File: src/rtl/mips_fetch_sequencer.sv
// Multicycle MIPS fetch/execute sequencer: FETCH -> EXEC1 -> (EXEC2) -> FETCH, with terminal HALT.
// Holds the instruction and load-data registers and counts retired instructions.
module mips_fetch_sequencer (
  input  logic        clk,
  input  logic        reset_n,
  input  logic        waitrequest,
  input  logic [31:0] readdata,
  input  logic        halt_req,
  input  logic        extra,
  input  logic        is_branch,
  output logic [1:0]  state,
  output logic [31:0] instr,
  output logic [31:0] mem_data,
  output logic        active,
  output logic        delay_slot,
  output logic [31:0] retired
);

  typedef enum logic [1:0] {
    StFetch = 2'b00,
    StExec1 = 2'b01,
    StExec2 = 2'b10,
    StHalt  = 2'b11
  } state_e;

  state_e      state_q;
  logic [31:0] instr_q;
  logic [31:0] mem_data_q;
  logic        active_q;
  logic        delay_slot_q;
  logic [31:0] retired_q;
  // Branch flag captured when a load leaves EXEC1; applied when it completes from EXEC2.
  logic        branch_pend_q;

  always_ff @(posedge clk or negedge reset_n) begin
    if (!reset_n) begin
      state_q       <= StFetch;
      instr_q       <= '0;
      mem_data_q    <= '0;
      active_q      <= 1'b0;
      delay_slot_q  <= 1'b0;
      retired_q     <= '0;
      branch_pend_q <= 1'b0;
    end else begin
      unique case (state_q)
        StFetch: begin
          if (halt_req) begin
            state_q  <= StHalt;
            active_q <= 1'b0;
          end else begin
            active_q <= 1'b1;
            if (!waitrequest) begin
              instr_q <= readdata;
              state_q <= StExec1;
            end
          end
        end
        StExec1: begin
          active_q <= 1'b1;
          if (!waitrequest) begin
            if (extra) begin
              mem_data_q    <= readdata;
              branch_pend_q <= is_branch;
              state_q       <= StExec2;
            end else begin
              delay_slot_q <= is_branch;
              retired_q    <= retired_q + 32'd1;
              state_q      <= StFetch;
            end
          end
        end
        StExec2: begin
          active_q     <= 1'b1;
          delay_slot_q <= branch_pend_q;
          retired_q    <= retired_q + 32'd1;
          state_q      <= StFetch;
        end
        StHalt: begin
          active_q <= 1'b0;
        end
      endcase
    end
  end

  assign state      = state_q;
  assign instr      = instr_q;
  assign mem_data   = mem_data_q;
  assign active     = active_q;
  assign delay_slot = delay_slot_q;
  assign retired    = retired_q;

endmodule
File: config.mk
export PLATFORM = sky130hd
export DESIGN_NAME = mips_fetch_sequencer
export DESIGN_NICKNAME = d
export VERILOG_FILES = /design/src/rtl/mips_fetch_sequencer.sv
export SDC_FILE = /design/constraint.sdc
export NUM_CORES = 1
export LEC_CHECK = 0
export CAP_MARGIN = 20
export CORE_MARGIN = 5
export CORE_UTILIZATION = 46
export DETAILED_ROUTE_END_ITERATION = 6
export MAX_ROUTING_LAYER = met4
export PLACE_DENSITY_LB_ADDON = 0.08
export RECOVER_POWER = 100
export SETUP_SLACK_MARGIN = 0.4
export SKIP_LAST_GASP = 1
export SLEW_MARGIN = 20
export SYNTH_ARGS = -nofsm -noshare
export SYNTH_HDL_FRONTEND = slang
export SYNTH_SLANG_ARGS = --single-unit
File: constraint.sdc
create_clock -name clk -period 2.4 [get_ports clk]
set_input_delay 0.24 -clock clk [delete_from_list [all_inputs] [get_ports clk]]
set_output_delay 0.24 -clock clk [all_outputs]
set_load 0.005 [all_outputs]
Word level (Yosys, flattened, before mapping) --
Cells that the tools add are included.
Cells by class: add/sub/neg operators 1, eq/ne operators 6, mux-type cells 13, bitwise logic cells 2, reductions and logical operators 8
Operators with widths (number):
- 32-bit 2-to-1 mux | 2
- 32-bit case mux with 2 select lines | 1
- 32-bit by 1-bit adder with 32-bit output, second input constant | 1
- 3-bit AND reduction | 4
- 2-bit 2-to-1 mux | 4
- 2-bit case mux with 3 select lines | 1
- 2-bit == test, second input constant | 2
- 2-bit inequality test, second input constant | 2
- 1-bit 2-to-1 mux | 3
- 3-bit inequality test, second input constant | 1
- 1-bit case mux with 3 select lines | 1
- 3-bit nonzero test | 1
- 2-bit by 1-bit == test with 1-bit output, second input constant | 1
- 2-bit logical NOT | 1
- 1-bit NOT | 2
- 1-bit case mux with 2 select lines | 1
- 2-bit nonzero test | 1
- 2-bit OR reduction | 1
Word-level totals: flip-flop bits (word level) 101, input port bits 38, output and inout port bits 100, logic and storage cells 37

Depth between registers and ports, before layout --
Gate-level depths: netlist of the first run.
word-level depth 4, gate-level depth with buffers 7, mapped depth without buffers 7

Worst setup path before layout of the first run --
No wires, ideal clock.
path kind reg-to-reg, start reg state_q[0] (netlist: state[0]), end reg instr_q[10] (netlist: instr[10]), library setup time 0.125 ns, arrival time 1.658 ns, required time 2.275 ns, slack 0.618 ns, stages on the path, launching flop included 8, path buffers 2, period minus slack after synthesis 1.782 ns, cells stage by stage dfrtp_1 -> inv_1 -> ha_1 -> nor2b_1 -> nor2b_1 -> clkbuf_1 -> buf_2 -> mux2_2
Between the ends: longest elaborated chain between the ends 2
RTL lines:
- from (decl) | RTL line 26 | state_e state_q;
- from (signal assigned) | RTL line 37 | state_q <= StFetch;
- from (signal assigned) | RTL line 48 | state_q <= StHalt;
- from (signal assigned) | RTL line 54 | state_q <= StExec1;
- 2-bit logical NOT | RTL line 45 | unique case (state_q)
- 3-bit AND reduction (no source line)
- to (signal assigned) | RTL line 53 | instr_q <= readdata;
- to (decl) | RTL line 27 | logic [31:0] instr_q;
No other way between the ends. A chain may end at the register's enable or synchronous reset.

Worst setup path after layout of the first run --
start reg state_q[1] (netlist: state[1]), end reg mem_data_q[30] (netlist: mem_data[30])
Between the ends: longest elaborated chain between the ends 2
RTL lines:
- 2-bit by 1-bit == test with 1-bit output | RTL line 45
- 3-bit AND reduction (no source line)
- to (signal assigned) | RTL line 62 | mem_data_q <= readdata;
- to (decl) | RTL line 28 | logic [31:0] mem_data_q;
No other way between the ends.

==> results of run 1 <==
-- worst paths after layout --
check                                         from                  endpoint  slack [ps]  depth (start not counted)
setup / recovery              state[1]$_DFFE_PN0P_  mem_data[30]$_DFFE_PN0P_         420                          5
hold / removal             retired[31]$_DFFE_PN0P_   retired[31]$_DFFE_PN0P_         480                          1
setup reg to reg              state[1]$_DFFE_PN0P_  mem_data[30]$_DFFE_PN0P_         420                          5
hold reg to reg            retired[31]$_DFFE_PN0P_   retired[31]$_DFFE_PN0P_         480                          1
max in group asynchronous                  reset_n     instr[21]$_DFFE_PN0P_         650                          3
min in group asynchronous                  reset_n   retired[14]$_DFFE_PN0P_         690                          2
-- sequential cells by signal (all words and copies together), names as in the netlist --
| name | cells |
|---|---|
| active | 1 |
| branch_pend_q | 1 |
| delay_slot | 1 |
| instr | 32 |
| mem_data | 32 |
| retired | 32 |
| state | 2 |
-- final cells by class --
class,count,area (um^2)
fill,703,2920
clock buffer,11,141
multi-input combinational,173,1560
inverter,3,11.3
timing repair buffer,143,1430
tap,108,135
sequential,101,2530
clock inverter,4,33.8
-- per-stage QoR --
stage	std cells	setup WS (ps)	instance area (um^2)	util, %
floorplan	285	618	4160	-
global placement	527	456	5700	65.0
detailed placement	527	403	5700	65.0
CTS	543	454	5880	67.1
global route	543	227	5840	66.6
finish	543	420	5840	66.6
-- cells in the final DEF (no fill, tap or decap), types with 2 or more instances in the layout --
| cell type | Yosys | final |
|---|---|---|
| and2_1 | 2 | 2 |
| ha_1 | 5 | 5 |
| nor3_1 | 1 | 3 |
| nand2_1 | 14 | 14 |
| mux2_2 | 65 | 65 |
| inv_1 | 3 | 3 |
| nor2b_1 | 3 | 3 |
| nand4_1 | 6 | 6 |
| clkbuf_1 | 1 | 3 |
| o21ai_0 | 3 | 3 |
| and3_1 | 4 | 4 |
| a21oi_1 | 2 | 2 |
| nand3_1 | 10 | 10 |
| dfrtp_1 | 101 | 101 |
| clkbuf_8 | 0 | 10 |
| clkdlybuf4s50_1 | 0 | 36 |
| dlygate4sd3_1 | 0 | 101 |
| nand3_4 | 2 | 2 |
| xor2_1 | 7 | 7 |
| nor3_4 | 4 | 2 |
| xnor2_1 | 24 | 24 |
| nor2_1 | 6 | 6 |
| buf_12 | 0 | 2 |
| clkinv_4 | 0 | 2 |
| nand4_4 | 2 | 2 |
-- per-layer routing --
metal / vias to the layer above / routed length [um]
li1: 1290 / -
met1: 1380 / 4000
met2: 85 / 4330
met3: 9 / 487
met4: 0 / 113
met5: - / 0
-- worst max-delay path, delay by kind of cell (launching register included) --
family / cells / cell delay [ps]
fa+ha+maj: 1 / 230
buf+inv: 2 / 700
flops: 1 / 390
mux: 1 / 420
simple gates: 1 / 130
-- power by group through the flow --
stage | Sequential, mW | Combinational (mW) | Clock (mW)
after CTS | 2.72 | 2.67 | 1.01
after detailed placement | 2.75 | 2.67 | 0
after floorplan | 2.78 | 0.984 | 0
final | 2.68 | 2.36 | 0.969
after global routing | 2.77 | 2.58 | 1.09
after global placement | 2.73 | 2.61 | 0
-- cell families after synthesis --
| logic type | Yosys count | share of synthesized area [%] |
|---|---|---|
| flops | 101 | 60.8 |
| mux | 67 | 18.1 |
| simple gates | 63 | 10.9 |
| xor+xnor | 31 | 6.53 |
| buf+inv | 11 | 1.20 |
| compound gates | 7 | 1.02 |
| fa+ha+maj | 5 | 1.50 |
-- timing repair --
action	in CTS	in global routing
hold buffers	1	0
setup endpoints to repair	0	15
endpoints found under the hold margin	22	0
resized for setup	0	1
==> flow_summary_export.csv, run 1 <==
group,metric,value,unit
power,leakage,2.64,nW
flow_run,drv_cap,0,
logic_synthesis,synth_cell_types,34,
cts,clockBufferDepth,2,
global_route,grt_use_met3,3.51,%
logic_synthesis,synth.most_common_cell,"dfrtp_1",
outcome,status,"finished, final reports clean",
global_route,met1_usage,23.0,%
cts,numCtsBuffers,9,
cells_and_area,drive_above_1_share,22.1,%
sta,fin_skew,13.6,ps
logic_synthesis,synthCells,285,
floorplanning,die_area,11000,um^2
global_route,grt_first_pass_wirelength,15300,um
setup_path,slowest_delay,610,ps
global_route,overflow,0,
logic_synthesis,synthArstFlopShare,100,%
global_route,globalRouteTotalUtil,17.6,%
sta,max_slew_margin,13.6,%
setup_path,end_kind,"flop",
drt,ant_nets,0,
cells_and_area,antenna_cells,0,
setup_path,crit_type,"flop to flop",
floorplanning,coreArea,8760,um^2
sta,hold-worst-slack,482,ps
global_route,antenna_found_initial,0,
drt,drt-pass1-iter-count,4,
sta,min_period_over_period,82.5,%
cells_and_area,nets,474,
cts,clkTransAtPathRegs,100,ps
placement,gp_congestion,0.787,
worst_hold_path,hold_path.class,"flop to flop",
power,pwr-share-seq,44.6,%
power,netSwitchingPower,1.76,mW
logic_synthesis,ys.flop_type,"dfrtp_1",
drt,drc_errors,0,
floorplanning,initial_core_util,47.5,%
global_route,global_route.peak_usage_layer,"met2",
cts,cts.sinks,101,
power,total_power,6.01,mW
setup_path,cp-start-kind,"flop",
global_route,grt_max_degree,50,
logic_synthesis,synth_area_leaders,"dfrtp_1 61%, mux2_2 18%, xnor2_1 5.1%",
cts,clk_latency,350,ps
placement,portBuffers,137,
sta,tightest_slew,1300,ps
power,p_per_area,1030,nW/um^2
sta,setup_tns,0,ps
logic_synthesis,ys_warn_count,0,
floorplanning,die_h,105,um
sta,finalSetupViolCount,0,
floorplanning,fp.dieW,105,um
logic_synthesis,ys_ff_latch,101,
power,p_int,4.25,mW
logic_synthesis,synth_edf_count,0,
cts,htree_levels,3,
power,combPwrFrac,39.3,%
setup_path,crit_path_top_delay_cell,"clkbuf_1",
setup_path,path_cells,"inv_1, ha_1, nand3b_1, clkbuf_1, mux2_2",
logic_synthesis,synth_top_area_share,60.8,%
power,switching_share,29.3,%
logic_synthesis,postSynthAreaPerCell,14.6,um^2
logic_synthesis,synth_nets,328,
drt,via_per_inst,5.09,
logic_synthesis,synth_area,4160,um^2
logic_synthesis,yosysTopAreaCell,"dfrtp_1",
floorplanning,ioPinCount,138,
drt,routed-via-count,2764,
sta,slew_violations,0,
cells_and_area,area_delta_synth_final,40.4,%
floorplanning,fp-row-count,34,
sta,period_needed,1980,ps
power,peakVddDrop,0.489,mV
power,p_clk_share,16.1,%
logic_synthesis,yosysSeqAreaShare,60.8,%
global_route,grtUsageMet2,27.6,%
logic_synthesis,yosys-top-cells-count,"101 x dfrtp_1, 65 x mux2_2, 24 x xnor2_1",
cts,postCtsSetupRepairBufs,0,
cts,cts-root-buf,"clkbuf_8",
drt,drt_iter0_drc,66,
setup_path,critPathRequiredTime,2640,ps
cts,cts_tree,"yes",
setup_path,crit_fanout,14,
drt,wl_per_cell,16.5,um
sta,timing.fmax,505,MHz
drt,totalWireLength,8930,um
setup_path,cp.arrival,2220,ps
placement,dp_hpwl,6610,um
global_route,grt_pass1_vias,2936,
sta,rsz0062_at_grt,"false",
sta,final_hold_viol_count,0,
Note: power is estimated with default switching activity, not from simulation.
==> run 2, diff against run 1 <==
--- a/config.mk
+++ b/config.mk
@@ -7,7 +7,7 @@
 export LEC_CHECK = 0
 export CAP_MARGIN = 20
 export CORE_MARGIN = 5
-export CORE_UTILIZATION = 46
+export CORE_UTILIZATION = 41
 export DETAILED_ROUTE_END_ITERATION = 6
 export MAX_ROUTING_LAYER = met4
 export PLACE_DENSITY_LB_ADDON = 0.08
==> constraint.sdc (replaced) <==
create_clock -name clk -period 1.6 [get_ports clk]
set_input_delay 0.16 -clock clk [delete_from_list [all_inputs] [get_ports clk]]
set_output_delay 0.16 -clock clk [all_outputs]
set_load 0.005 [all_outputs]
==> flow_summary_export.csv, run 2 (same netlist as run 1, synthesis figures left out) <==
group,metric,value,unit
sta,slew_violations,0,
setup_path,cpMostUsedCell,"nor2b_4",
floorplanning,initial_core_util,42.4,%
setup_path,end_kind,"flop",
drt,drc_errors,0,
floorplanning,coreArea,9820,um^2
setup_path,worst-path-buf-inv,3,
floorplanning,fp-row-count,36,
cells_and_area,stdcell_count,708,
global_route,antenna_found_initial,0,
setup_path,reg2reg_from,"state[0]$_DFFE_PN0P_",
sta,min_period_over_period,108,%
outcome,violations,"negative setup slack",
power,leakage,3.60,nW
drt,drt-pass1-iter-count,4,
setup_path,regToRegSetupSlack,-120,ps
worst_hold_path,holdPathStages,2,
global_route,grt_max_degree,37,
placement,portBuffers,137,
floorplanning,die_area,12300,um^2
placement,dpl_worst_slack,-219,ps
setup_path,slowest_delay,450,ps
cells_and_area,drive_above_1_share,48.2,%
setup_path,crit_fanout,7,
cts,cts.sinks,101,
cells_and_area,layout_common_cells,"98 x dfrtp_1, 86 x buf_4, 67 x clkdlybuf4s25_1",
placement,gp_congestion,0.798,
cts,htree_levels,3,
setup_path,cp.arrival,1970,ps
flow_run,drv_cap,0,
floorplanning,fp.dieW,111,um
setup_path,cp_top_family,"flip-flops",
drt,via_per_inst,4.76,
cts,clkTransAtPathRegs,100,ps
sta,period_needed,1720,ps
drt,drt_iter0_drc,83,
global_route,grt_pass1_vias,3373,
cts,cts_tree,"yes",
cells_and_area,layout_commonest_cell,"dfrtp_1",
cts,clockBufferDepth,2,
cells_and_area,nets,613,
cts,cts-root-buf,"clkbuf_8",
setup_path,crit_type,"flop to flop",
sta,finalSetupViolCount,61,
sta,fin_ws,-124,ps
drt,ant_nets,0,
worst_hold_path,whs_endpoint,"instr[9]$_DFFE_PN0P_",
cells_and_area,area_delta_synth_final,78.9,%
drt,totalWireLength,12300,um
setup_path,r2r_end,"instr[25]$_DFFE_PN0P_",
floorplanning,die_h,111,um
sta,final_hold_viol_count,0,
drt,routed-via-count,3373,
sta,rsz0062_at_grt,"true",
cells_and_area,antenna_cells,0,
setup_path,critPathRequiredTime,1840,ps
sta,tightest_slew,928,ps
drt,wl_per_cell,17.4,um
sta,fin_skew,13.0,ps
cts,clk_latency,360,ps
global_route,globalRouteTotalUtil,17.8,%
cts,numCtsBuffers,9,
placement,placed_cells,586,
global_route,overflow,0,
worst_hold_path,hold_path.class,"primary input to flop",
setup_path,r2r_cells,7,
global_route,grt_first_pass_wirelength,17300,um
power,p_per_area,1610,nW/um^2
setup_path,path_cells,"inv_2, ha_4, nor2b_4, nor2b_4, buf_12, clkbuf_16, mux2_4",
sta,max_slew_margin,38.2,%
placement,dp_hpwl,7380,um
worst_hold_path,min_from,"readdata[9]",
outcome,status,"finished, violations left",
power,peakVddDrop,0.766,mV
floorplanning,ioPinCount,138,
setup_path,crit_path_top_delay_cell,"dfrtp_2",
sta,timing.fmax,580,MHz
setup_path,cp-start-kind,"flop",
## run 2: where the power goes
part           switching, mW  total, mW  internal, mW  leakage [nW]
Clock                  0.886       1.46         0.571        0.0760
Sequential             0.551       4.07          3.52          1.26
Combinational           2.07       6.42          4.35          2.27
Total                   3.51       11.9          8.44          3.60
## run 2: layout make-up
type	instances	area [um^2]
clock buffers	11	131
fillers	690	2380
clock inverters	5	36.3
multi-input cells	173	1990
repair buffers	282	2580
flip-flops and latches	101	2530
inverters	3	11.3
well taps	133	166
## run 2: repair_timing
action / 4_1_cts / 5_1_grt
endpoints found under the setup margin: 200 / 186
resized for setup: 219 / 169
endpoints found under the hold margin: 33 / 0
hold buffers: 1 / 0
pin swaps: 5 / 29
cloned: 0 / 6
buffers inserted: 46 / 53
## run 2: layer usage
layer  up-vias  part of all wire (%)  track usage [%]
li1       1563                     -                -
met4         0                   1.3             5.17
met3        15                   4.3             4.53
met1      1702                    45             22.6
met5         -                     0                -
met2        93                    49             28.4
## run 2: stage by stage
stage	util (%)	hold WS (ps)	total power, mW	instance area (um^2)	setup TNS [ps]
floorplan	-	-136	5.80	4270	-689
global placement	62.0	154	8.47	6090	-5410
detailed placement	62.0	165	8.60	6090	-7370
CTS	67.0	299	9.93	6580	-1660
global route	75.8	422	12.6	7440	-7830
finish	75.8	436	11.9	7440	-3690
## run 2: worst max path at each step
stage / slack (ps) / startpoint / depth (start not counted) / to
6_report: -120 / state[0]$_DFFE_PN0P_ / 7 / instr[25]$_DFFE_PN0P_
2_1_floorplan: -20 / state[1]$_DFFE_PN0P_ / 7 / instr[10]$_DFFE_PN0P_
3_5_place_dp: -220 / extra / 6 / retired[31]$_DFFE_PN0P_
5_1_grt: -180 / state[0]$_DFFE_PN0P_ / 6 / retired[21]$_DFFE_PN0P_
4_1_cts: -60 / state[0]$_DFFE_PN0P_ / 6 / instr[2]$_DFFE_PN0P_
3_3_place_gp: -200 / extra / 6 / retired[27]$_DFFE_PN0P_
## run 2: worst reg2reg max path, stage by stage (launching register included)
cell and delay (ps):
dfrtp_2 450, inv_2 90, ha_4 130, nor2b_4 140, nor2b_4 180, buf_12 150
clkbuf_16 170, mux2_4 310
==> run 3, diff against run 2 <==
--- a/config.mk
+++ b/config.mk
@@ -13,6 +13,7 @@
 export PLACE_DENSITY_LB_ADDON = 0.08
 export RECOVER_POWER = 100
 export SETUP_SLACK_MARGIN = 0.4
+export SKIP_CTS_REPAIR_TIMING = 1
 export SKIP_LAST_GASP = 1
 export SLEW_MARGIN = 20
 export SYNTH_ARGS = -nofsm -noshare
==> flow_summary_export.csv, run 3 (same netlist as run 1, synthesis figures left out) <==
group,metric,value,unit
global_route,grt_max_degree,37,
cells_and_area,fillerInstances,714,
setup_path,critPathRequiredTime,1840,ps
placement,gp_congestion,0.798,
placement,portBuffers,137,
power,p_clk_share,12.8,%
outcome,status,"finished, violations left",
cts,htree_levels,3,
setup_path,crit_path_top_delay_cell,"dfrtp_2",
setup_path,end_kind,"flop",
setup_path,path_cells,"inv_2, ha_4, nand4_4, nor3_4, nand3_1, xnor2_1",
placement,dp_hpwl,7380,um
power,p_per_area,1560,nW/um^2
sta,timing.fmax,579,MHz
setup_path,crit_start,"state[0]$_DFFE_PN0P_",
floorplanning,coreArea,9820,um^2
drt,via_per_inst,4.77,
drt,wl_per_cell,18.0,um
sta,setup_tns,-2810,ps
sta,final_hold_viol_count,0,
power,combPwrFrac,51.5,%
floorplanning,die_h,111,um
setup_path,worst-path-buf-inv,1,
floorplanning,ioPinCount,138,
floorplanning,fp.dieW,111,um
setup_path,cp-start-kind,"flop",
cells_and_area,register_area,2540,um^2
cells_and_area,area_delta_synth_final,75.1,%
global_route,grt_first_pass_wirelength,16400,um
global_route,overflow,0,
power,peakVddDrop,0.828,mV
global_route,grt_pass1_vias,3158,
cells_and_area,layout_common_cells,"94 x dfrtp_1, 77 x clkdlybuf4s25_1, 71 x buf_4",
sta,slew_violations,0,
outcome,violations,"negative setup slack",
global_route,met1_usage,21.6,%
drt,drc_errors,0,
power,switching_share,29.7,%
drt,totalWireLength,12200,um
cts,numCtsBuffers,9,
sta,finalSetupViolCount,66,
drt,drt_iter0_drc,105,
cells_and_area,nets,583,
sta,tightest_slew,921,ps
drt,routed-via-count,3234,
sta,fin_ws,-127,ps
global_route,grtUsageMet2,26.3,%
power,pwr-share-seq,35.8,%
setup_path,crit_fanout,6,
worst_hold_path,min_from,"readdata[9]",
drt,ant_nets,0,
sta,rsz0062_at_grt,"true",
worst_hold_path,hold_path.class,"primary input to flop",
power,p_int,7.99,mW
power,total_power,11.4,mW
cts,clk_latency,360,ps
cts,cts.sinks,101,
cts,cts-root-buf,"clkbuf_8",
floorplanning,fp-row-count,36,
power,leakage,3.58,nW
cells_and_area,layout_commonest_cell,"dfrtp_1",
global_route,antenna_found_initial,0,
setup_path,reg2reg_from,"state[0]$_DFFE_PN0P_",
cells_and_area,antenna_cells,0,
cells_and_area,multi_input_area,1920,um^2
setup_path,slowest_delay,410,ps
setup_path,cp_top_family,"simple AND/OR/NAND/NOR gates",
flow_run,drv_cap,0,
cts,cts_tree,"yes",
global_route,global_route.peak_usage_layer,"met2",
sta,period_needed,1730,ps
setup_path,cp.arrival,1970,ps
setup_path,crit_type,"flop to flop",
floorplanning,initial_core_util,42.4,%
drt,drt-pass1-iter-count,4,
power,netSwitchingPower,3.38,mW
floorplanning,die_area,12300,um^2
global_route,globalRouteTotalUtil,16.8,%
cts,clockBufferDepth,2,
sta,min_period_over_period,108,%
cts,clkTransAtPathRegs,100,ps
global_route,grt_use_met3,4.59,%
sta,fin_skew,11.6,ps
sta,max_slew_margin,38.6,%
cells_and_area,drive_above_1_share,45.3,%
## run 3: cell type report
| class | count | area share [%] |
|---|---|---|
| clock buffer | 11 | 1.80 |
| clock inverter | 5 | 0.498 |
| inverter | 3 | 0.155 |
| multi-input combinational | 173 | 26.4 |
| sequential | 101 | 34.8 |
| tap | 133 | 2.28 |
| timing repair buffer | 252 | 34.1 |
## run 3: metal layers
layer | vias up | routed length (um) | part of all wire, %
li1 | 1503 | - | -
met1 | 1637 | 5460 | 45
met2 | 83 | 6140 | 50
met3 | 11 | 499 | 4.1
met4 | 0 | 108 | 0.88
met5 | - | 0 | 0
## run 3: worst reg2reg max path, cell delays in order, from the launching register on
cell and delay [ps]:
dfrtp_2 410, inv_2 60, ha_4 300, nand4_4 210, nor3_4 300, nand3_1 160
xnor2_1 160
## run 3: power by group through the flow
stage                     Sequential [mW]  Clock [mW]  Combinational, mW
after floorplan                      4.17           0               1.63
after global placement               4.03           0               4.44
after detailed placement             4.07           0               4.53
after CTS                            4.01        1.50               4.54
after global routing                 4.17        1.62               6.23
final                                4.07        1.45               5.85
## run 3: worst paths after layout
path	to	slack (ps)	cells past startpoint
worst max-delay path	retired[21]$_DFFE_PN0P_	-130	6
min in group asynchronous	instr[30]$_DFFE_PN0P_	460	2
max in group asynchronous	retired[29]$_DFFE_PN0P_	250	3
worst min register to register	delay_slot$_DFFE_PN0P_	510	2
worst min-delay path	instr[9]$_DFFE_PN0P_	440	2
worst max register to register	retired[21]$_DFFE_PN0P_	-130	6
## run 3: per-stage QoR
| stage | utilization [%] | setup WS, ps | cell area, um^2 | hold WS, ps | cells |
|---|---|---|---|---|---|
| 6_report | 74.2 | -127 | 7290 | 437 | 678 |
| 3_3_place_gp | 62.0 | -198 | 6090 | 154 | 586 |
| 2_1_floorplan | - | -23.6 | 4270 | -136 | 285 |
| 5_1_grt | 74.2 | -216 | 7290 | 426 | 678 |
| 4_1_cts | 63.7 | -62.6 | 6250 | -241 | 602 |
| 3_5_place_dp | 62.0 | -219 | 6090 | 165 | 586 |
